[src/rtl/sdp_arb_ctrl.sv]
// Round-robin arbiter sharing one fixed-latency datapath between two requesters.
// Tracks issued requester IDs in a tag pipe and supports a flush/drain handshake.
module sdp_arb_ctrl #(
    parameter int unsigned W   = 8,
    parameter int unsigned LAT = 3
) (
    input  logic         clk,
    input  logic         reset,
    input  logic         req0_valid,
    output logic         req0_ready,
    input  logic [1:0]   req0_ctl,
    input  logic [W-1:0] req0_a,
    input  logic [W-1:0] req0_b,
    input  logic [W-1:0] req0_c,
    input  logic         req1_valid,
    output logic         req1_ready,
    input  logic [1:0]   req1_ctl,
    input  logic [W-1:0] req1_a,
    input  logic [W-1:0] req1_b,
    input  logic [W-1:0] req1_c,
    output logic         dp_ctl_a,
    output logic         dp_ctl_b,
    output logic [W-1:0] dp_a,
    output logic [W-1:0] dp_b,
    output logic [W-1:0] dp_c,
    input  logic [W-1:0] dp_out,
    output logic         rsp0_valid,
    output logic         rsp1_valid,
    output logic [W-1:0] rsp_data,
    input  logic         flush,
    output logic         flush_done,
    output logic         busy
);
    localparam int unsigned CW = $clog2(LAT + 2);

    typedef enum logic [1:0] {StIdle, StRun, StDrain} state_e;

    state_e        state_q;
    logic          rr_last_q;
    logic [CW-1:0] inflight_q;
    logic [CW-1:0] inflight_d;
    logic [LAT:0]  tag_vld_q;
    logic [LAT:0]  tag_id_q;

    logic can_grant;
    logic gnt0;
    logic gnt1;
    logic xfer;
    logic rsp_vld;

    // Ready is also held low while reset is asserted so every output reads 0.
    assign can_grant  = reset && (state_q != StDrain) && !flush;
    assign gnt0       = can_grant && req0_valid && (!req1_valid || rr_last_q);
    assign gnt1       = can_grant && req1_valid && (!req0_valid || !rr_last_q);
    assign req0_ready = gnt0;
    assign req1_ready = gnt1;
    assign xfer       = gnt0 || gnt1;

    assign rsp_vld    = tag_vld_q[LAT];
    assign rsp0_valid = rsp_vld && !tag_id_q[LAT];
    assign rsp1_valid = rsp_vld && tag_id_q[LAT];
    assign rsp_data   = rsp_vld ? dp_out : '0;
    assign busy       = (inflight_q != '0);

    always_comb begin
        inflight_d = inflight_q;
        if (xfer && !rsp_vld) begin
            inflight_d = inflight_q + CW'(1);
        end else if (!xfer && rsp_vld) begin
            inflight_d = inflight_q - CW'(1);
        end
    end

    always_ff @(posedge clk or negedge reset) begin
        if (!reset) begin
            rr_last_q  <= 1'b1;
            inflight_q <= '0;
            tag_vld_q  <= '0;
            tag_id_q   <= '0;
        end else begin
            if (xfer) begin
                rr_last_q <= gnt1;
            end
            inflight_q <= inflight_d;
            tag_vld_q  <= {tag_vld_q[LAT-1:0], xfer};
            tag_id_q   <= {tag_id_q[LAT-1:0], gnt1};
        end
    end

    // Idle cycles present a zero bubble on the datapath.
    always_ff @(posedge clk or negedge reset) begin
        if (!reset) begin
            dp_ctl_a <= 1'b0;
            dp_ctl_b <= 1'b0;
            dp_a     <= '0;
            dp_b     <= '0;
            dp_c     <= '0;
        end else if (xfer) begin
            dp_ctl_a <= gnt1 ? req1_ctl[0] : req0_ctl[0];
            dp_ctl_b <= gnt1 ? req1_ctl[1] : req0_ctl[1];
            dp_a     <= gnt1 ? req1_a : req0_a;
            dp_b     <= gnt1 ? req1_b : req0_b;
            dp_c     <= gnt1 ? req1_c : req0_c;
        end else begin
            dp_ctl_a <= 1'b0;
            dp_ctl_b <= 1'b0;
            dp_a     <= '0;
            dp_b     <= '0;
            dp_c     <= '0;
        end
    end

    always_ff @(posedge clk or negedge reset) begin
        if (!reset) begin
            state_q    <= StIdle;
            flush_done <= 1'b0;
        end else begin
            flush_done <= 1'b0;
            case (state_q)
                StIdle: begin
                    if (flush) begin
                        state_q <= StDrain;
                    end else if (xfer) begin
                        state_q <= StRun;
                    end
                end
                StRun: begin
                    if (flush) begin
                        state_q <= StDrain;
                    end else if (inflight_d == '0) begin
                        state_q <= StIdle;
                    end
                end
                StDrain: begin
                    if (inflight_q == '0) begin
                        state_q    <= StIdle;
                        flush_done <= 1'b1;
                    end
                end
                default: state_q <= StIdle;
            endcase
        end
    end
endmodule

[config.mk]
export PLATFORM = sky130hd
export DESIGN_NAME = sdp_arb_ctrl
export DESIGN_NICKNAME = d
export VERILOG_FILES = /design/src/rtl/sdp_arb_ctrl.sv
export SDC_FILE = /design/constraint.sdc
export NUM_CORES = 1
export LEC_CHECK = 0
export CORE_ASPECT_RATIO = 0.75
export CORE_MARGIN = 4
export CORE_UTILIZATION = 39
export DETAILED_ROUTE_END_ITERATION = 16
export PLACE_DENSITY = 0.85
export SETUP_SLACK_MARGIN = 0.02
export SYNTH_ARGS = -nofsm -noshare
export SYNTH_HDL_FRONTEND = slang
export SYNTH_SLANG_ARGS = --single-unit
[constraint.sdc]
create_clock -name clk -period 3.08 [get_ports clk]
set_input_delay 0.616 -clock clk [delete_from_list [all_inputs] [get_ports clk]]
set_output_delay 0.616 -clock clk [all_outputs]
set_load 0.01 [all_outputs]
==> metrics, run 1 <==
Worst VDD drop=0.000262 V; Slew headroom=66.6%; clock sink count=41; Tmin final=2.82 ns; antenna cells=0; htree depth=2; FF+latch area=1030 sq um; #FFs+latches synth=41; share of layout cells above drive strength 1=10.0%; pwr dens=500 nW/um^2; arrival time worst endpoint=2.20 ns; RSZ-0062 raised after global routing=false; Tot Pwr=1.41 mW; leftover overflow at the end of global routing=0; Period Utilization, post-route=91.5%; Clk pin slew, worst setup/hold paths=0.07 ns; DPL Wire Length=3440 um; R2R cell count=4; Synth-to-Final Area Change=70.5%; post-synthesis sequential area ratio=roughly 62%; hold crit path type=reg2reg; Post-CTS Resized=0; antenna violations before repair=0; sequential power share=46.2%; LEAKAGE=about 1.3 nW; wire per inst=15.7 um; P_sw=0.382 mW; Setup Fix Bufs, Post-CTS=0; Die H=64.4 um; Max Slew Vio Count=0; hold_ws=0.349 ns; drt first pass iters=4; Clock Latency Late Sink=0.28 ns; GR Util All Layers=17.4%; fin nets=just under 300; Cell Rows=20; Sw Ratio=27.0%; placed cell count=278; mapped cell area=1660 sq um; Total Wirelength=about 4500 um; Hold Startpoint=tag_id_q[2]$_DFF_PN0_; worst-margin pin slew=0.501 ns; CTS Buf Count=5; Post-CTS Hold Fix Bufs=0; commonest non-fill, non-tap cell in the layout=clkdlybuf4s50_1; DR vias=1356; vias in the first global route=approximately 1500; multi-input logic area=562 sq um; Crit. End Element=output pin; routed vias/inst=4.76; non-filler instance count after layout=285; FF-to-FF End=dp_a[6]$_DFF_PN0_; Yosys warnings=0; Syn Nets=191; DRT iter0 DRCs=between 50 and 60; I/O pin cnt=105; clk root buf=clkbuf_8; Worst setup SP type=input pin; first-pass GRT wire length=~7300 um; ANT nets after route=0; CTS tree=yes; Pint=1.03 mW; Worst Skew=0.00255 ns; DRC=0; most frequent cells in the layout=clkdlybuf4s50_1 (103), dfrtp_1 (40), a22o_1 (18), and2_1 (9), a22o_2 (8); CP Launch Point=flush; critical path type=in2out; Setup crit end=req0_ready; Die Area=~5400 sq um; Core Box Area=roughly 4100 sq um; largest net degree at the start of global routing=42; die width=83.3 um; Max FO, Critical Path=5; cell count after synthesis=123; Max Clk Rate=355 MHz; run status=completed; Port-buffer cells=104; Initial Utilization=40.6%; # setup viols final=0; Cell variety after synth=28; GPL Wtd Cong=0.800; worst r2r src=rr_last_q$_DFFE_PN1P_; maximum root-to-sink buffer count=2; power share of the clock group=23.8%; final number of hold-violating endpoints=0; CP required=approximately 2.5 ns; total negative slack=0 ns; Gate power share=a little under a third; fillers=299; reg-to-reg slack, setup=1.40 ns; max_cap viols=0; Syn Area/Cell=13.5 sq um
power groups by stage:
| stage | registers (mW) | clock network [mW] | logic [mW] |
|---|---|---|---|
| 6_report | 0.653 | 0.337 | 0.424 |
| 5_1_grt | 0.664 | 0.375 | 0.463 |
| 4_1_cts | 0.653 | 0.351 | 0.430 |
| 3_5_place_dp | 0.663 | 0 | 0.428 |
| 3_3_place_gp | 0.660 | 0 | 0.412 |
| 2_1_floorplan | 0.667 | 0 | 0.198 |
sequential cells by signal (all words and copies together) (netlist names):
name and cells:
dp_b 8, rr_last_q 1, tag_id_q 4, flush_done 1, inflight_q 3, tag_vld_q 4, dp_ctl_a 1, dp_ctl_b 1
state_q 2, dp_c 8, dp_a 8
stage by stage:
| step | instance area (sq um) | util, % | setup WS, ns |
|---|---|---|---|
| floorplan | 1660 | - | 0.982 |
| global placement | 2740 | 67.1 | 0.271 |
| detailed placement | 2740 | 67.1 | 0.246 |
| CTS | 2830 | 69.3 | 0.246 |
| global route | 2830 | 69.3 | 0.224 |
| finish | 2830 | 69.3 | 0.262 |
synth_stat cells:
cell / instances / share of area (%)
dfrtp_1: 40 / 60
a22o_1: 18 / 9.5
and2_1: 9 / 3.4
a22o_2: 8 / 4.8
inv_1: 6 / 1.4
nand2_1: 5 / 1.1
nor2_1: 4 / 0.91
buf_2: 3 / 0.91
ha_1: 3 / 2.3
nor2b_1: 3 / 1.1
buf_6: 2 / 1.4
clkbuf_1: 2 / 0.45
nand2b_1: 2 / 0.76
nor3b_1: 2 / 0.91
o21ai_0: 2 / 0.60
xnor2_1: 2 / 1.1
a2111o_1: 1 / 0.68
a2111oi_4: 1 / 1.7
a2bb2oi_1: 1 / 0.53
a31oi_1: 1 / 0.38
and3_1: 1 / 0.38
dfstp_2: 1 / 1.6
nand2b_4: 1 / 0.83
nor2b_4: 1 / 0.83
nor3_2: 1 / 0.60
o21bai_1: 1 / 0.45
o32ai_1: 1 / 0.53
xor2_1: 1 / 0.53
final cells by class:
type | count | area share, %
flip-flops and latches | 41 | 36.4
multi-input cells | 69 | 19.9
clock buffers | 7 | 3.06
well taps | 55 | 2.44
inverters | 6 | 0.797
repair buffers | 107 | 37.5
worst max-delay path, cell delays in order:
cell and delay, ns:
clkdlybuf4s50_1 0.44, nand2b_4 0.19, a2111oi_4 0.34, clkdlybuf4s50_1 0.62
kinds of logic (layout without fill, tap and decap cells):
| group | Yosys count | in the layout | synth area share, % |
|---|---|---|---|
| flops | 41 | 41 | 62.0 |
| compound gates | 34 | 34 | 19.2 |
| simple gates | 29 | 29 | 10.9 |
| buf+inv | 13 | 120 | 4.08 |
| fa+ha+maj | 3 | 3 | 2.27 |
| xor+xnor | 3 | 3 | 1.59 |
worst min path at each step:
stage | depth (start not counted) | to | slack, ns
global placement | 0 | tag_vld_q[1]$_DFF_PN0_ | 0.33
global route | 0 | tag_vld_q[3]$_DFF_PN0_ | 0.35
floorplan | 0 | dp_a[0]$_DFF_PN0_ | 0.32
CTS | 0 | tag_id_q[3]$_DFF_PN0_ | 0.35
detailed placement | 0 | tag_id_q[3]$_DFF_PN0_ | 0.33
finish | 0 | tag_id_q[3]$_DFF_PN0_ | 0.35
metal layers:
| metal | vias up | part of all wire, % | track usage, % |
|---|---|---|---|
| li1 | 648 | - | - |
| met1 | 630 | 40 | 20.4 |
| met2 | 76 | 49 | 30.1 |
| met3 | 2 | 9.6 | 5.84 |
| met4 | 0 | 0.65 | 5.92 |
| met5 | - | 0 | 0 |
No activity file was read; power rests on OpenSTA's default activity.
==> run 2, diff against run 1 <==
--- a/config.mk
+++ b/config.mk
@@ -9,6 +9,7 @@
 export CORE_MARGIN = 4
 export CORE_UTILIZATION = 39
 export DETAILED_ROUTE_END_ITERATION = 16
+export HOLD_SLACK_MARGIN = 0.05
 export PLACE_DENSITY = 0.85
 export SETUP_SLACK_MARGIN = 0.02
 export SYNTH_ARGS = -nofsm -noshare
==> results of run 2 <==
No change in the layout: final DEF, timing and power equal those of run 1.
==> run 3, diff against run 2 <==
--- a/config.mk
+++ b/config.mk
@@ -10,7 +10,7 @@
 export CORE_UTILIZATION = 39
 export DETAILED_ROUTE_END_ITERATION = 16
 export HOLD_SLACK_MARGIN = 0.05
-export PLACE_DENSITY = 0.85
+export PLACE_DENSITY_LB_ADDON = 0.3
 export SETUP_SLACK_MARGIN = 0.02
 export SYNTH_ARGS = -nofsm -noshare
 export SYNTH_HDL_FRONTEND = slang
==> constraint.sdc (replaced) <==
create_clock -name clk -period 3.5 [get_ports clk]
set_input_delay 0.7 -clock clk [delete_from_list [all_inputs] [get_ports clk]]
set_output_delay 0.7 -clock clk [all_outputs]
set_load 0.01 [all_outputs]
==> metrics, run 3 (synthesized netlist as in run 1, its figures left out) <==
fin nets=298 (unchanged); Cell Rows=20 (unchanged); DPL Wire Length=3400 um (-1.3%); ANT nets after route=0 (unchanged); run status=completed; DR vias=1362 (+0.44%); Die H=64.4 um (unchanged); cell area after layout=2820 sq um (-0.13%); # setup viols final=0 (unchanged); Post-CTS Resized=0 (unchanged); Total Wirelength=4390 um (-2.0%); Finished Core Util=69.2% (-0.092 points); Critical Path Slowest Stage Cell=clkdlybuf4s50_1; GR Util All Layers=16.7% (-0.71 points); largest net degree at the start of global routing=42 (unchanged); CTS Buf Count=5 (unchanged); Slew headroom=67.4% (+0.85 points); Die Area=5360 sq um (unchanged); DRC=0 (unchanged); first-pass GRT wire length=6840 um (-6.7%); fillers=307 (+2.7%); routed vias/inst=4.76 (about the same); Period Utilization, post-route=84.1%; leftover overflow at the end of global routing=0 (unchanged); total negative slack=0 ns (unchanged); pwr dens=438 nW/um^2 (-12%); busiest grt layer=met2; hold crit path type=reg2reg; CTS tree=yes; Hold Startpoint=tag_vld_q[2]$_DFF_PN0_; Worst VDD drop=0.000225 V (-14%); worst-margin pin slew=0.488 ns (-0.0128 ns); max_cap viols=0 (unchanged); post-place setup slack=0.542 ns (+0.296 ns); Setup Fix Bufs, Post-CTS=0 (unchanged); cell mode on critical path=clkdlybuf4s50_1; M1 GR Usage=17.8% (-2.7 points); CP Launch Point=flush; Crit. End Element=output pin; Tmin final=2.94 ns; Top Registers=dp_a (8), dp_b (8), dp_c (8); CP required=2.80 ns (+0.34 ns); Post-CTS Hold Fix Bufs=0 (unchanged); Max Clk Rate=340 MHz; Synth-to-Final Area Change=70.3%; clock sink count=41 (unchanged); slowest cell delay on critical path=0.62 ns (about the same); Max Slew Vio Count=0 (unchanged); arrival time worst endpoint=2.24 ns (+0.04 ns); Initial Utilization=40.6% (unchanged); met3 usage=6.48% (+0.64 points); Worst Skew=0.00629 ns (+0.00374 ns); RSZ-0062 raised after global routing=false; final number of hold-violating endpoints=0 (unchanged); wire per inst=15.3 um (-2.3%); die width=83.3 um (unchanged); Worst setup SP type=input pin; drt first pass iters=4 (unchanged); Area after DPL=2740 sq um (unchanged); maximum root-to-sink buffer count=2 (unchanged); htree depth=2 (unchanged); Tot Pwr=1.24 mW (-13%); I/O pin cnt=105 (unchanged); worst r2r src=inflight_q[1]$_DFF_PN0_; clk root buf=clkbuf_8; Clk pin slew, worst setup/hold paths=0.07 ns (about the same); worst path cell trace=clkdlybuf4s50_1 > nand2b_4 > a2111oi_4 > clkdlybuf4s50_1; setup slack after layout=0.555 ns (+0.293 ns); vias in the first global route=1400 (-5.5%); LEAKAGE=1.25 nW (about the same); antenna cells=0 (unchanged); Core Box Area=4080 sq um (unchanged); antenna violations before repair=0 (unchanged); critical path type=in2out; Clock Latency Late Sink=0.28 ns (about the same); most frequent cells in the layout=clkdlybuf4s50_1 (103), dfrtp_1 (40), a22o_1 (18), and2_1 (9), a22o_2 (8); Max FO, Critical Path=5 (unchanged); GPL Wtd Cong=0.787 (-1.7%); Port-buffer cells=104 (unchanged); share of layout cells above drive strength 1=10.4% (+0.39 points); commonest non-fill, non-tap cell in the layout=clkdlybuf4s50_1; met2 Resource Use GR=29.1% (-1.0 points); DRT iter0 DRCs=59 (+5.4%)
[run 3: worst paths after layout]
kind | endpoint | slack, ns | cells past startpoint
hold / removal | tag_vld_q[3]$_DFF_PN0_ | 0.36 | 0
setup / recovery | req0_ready | 0.56 | 4
setup reg to reg | state_q[0]$_DFFE_PN0P_ | 1.86 | 7
hold reg to reg | tag_vld_q[3]$_DFF_PN0_ | 0.36 | 0
min in group asynchronous | tag_id_q[0]$_DFF_PN0_ | 0.52 | 2
max in group asynchronous | rr_last_q$_DFFE_PN1P_ | 2.61 | 2
[run 3: power breakdown]
group | internal, mW | total (mW) | switching (mW)
combinational | 0.214 | 0.373 | 0.160
sequential | 0.539 | 0.574 | 0.0359
clock | 0.138 | 0.289 | 0.151
total | 0.891 | 1.24 | 0.346
[run 3: worst max-delay path: cells and delay by family]
family / cells / cell delay (ns)
simple gates: 1 / 0.19
buf+inv: 2 / 1.06
compound gates: 1 / 0.29
[run 3: metal layers]
| metal | vias to the layer above | routed length (um) |
|---|---|---|
| met5 | - | 0 |
| met4 | 0 | 130 |
| met3 | 11 | 397 |
| met2 | 59 | 2220 |
| met1 | 648 | 1640 |
| li1 | 644 | - |
[run 3: stage by stage]
step	hold slack, ns	cells
after CTS	0.357	286
after global placement	0.332	278
after global routing	0.361	286
after detailed placement	0.340	278
final	0.360	286
after floorplan	0.331	123
[run 3: cell type report]
cell class	instances	area [sq um]	share of cell area (%)
clock inverters	2	10.0	0.355
repair buffers	107	1060	37.5
inverters	6	22.5	0.798
well taps	55	68.8	2.44
clock buffers	6	72.6	2.57
flip-flops and latches	41	1030	36.4
multi-input cells	69	562	19.9
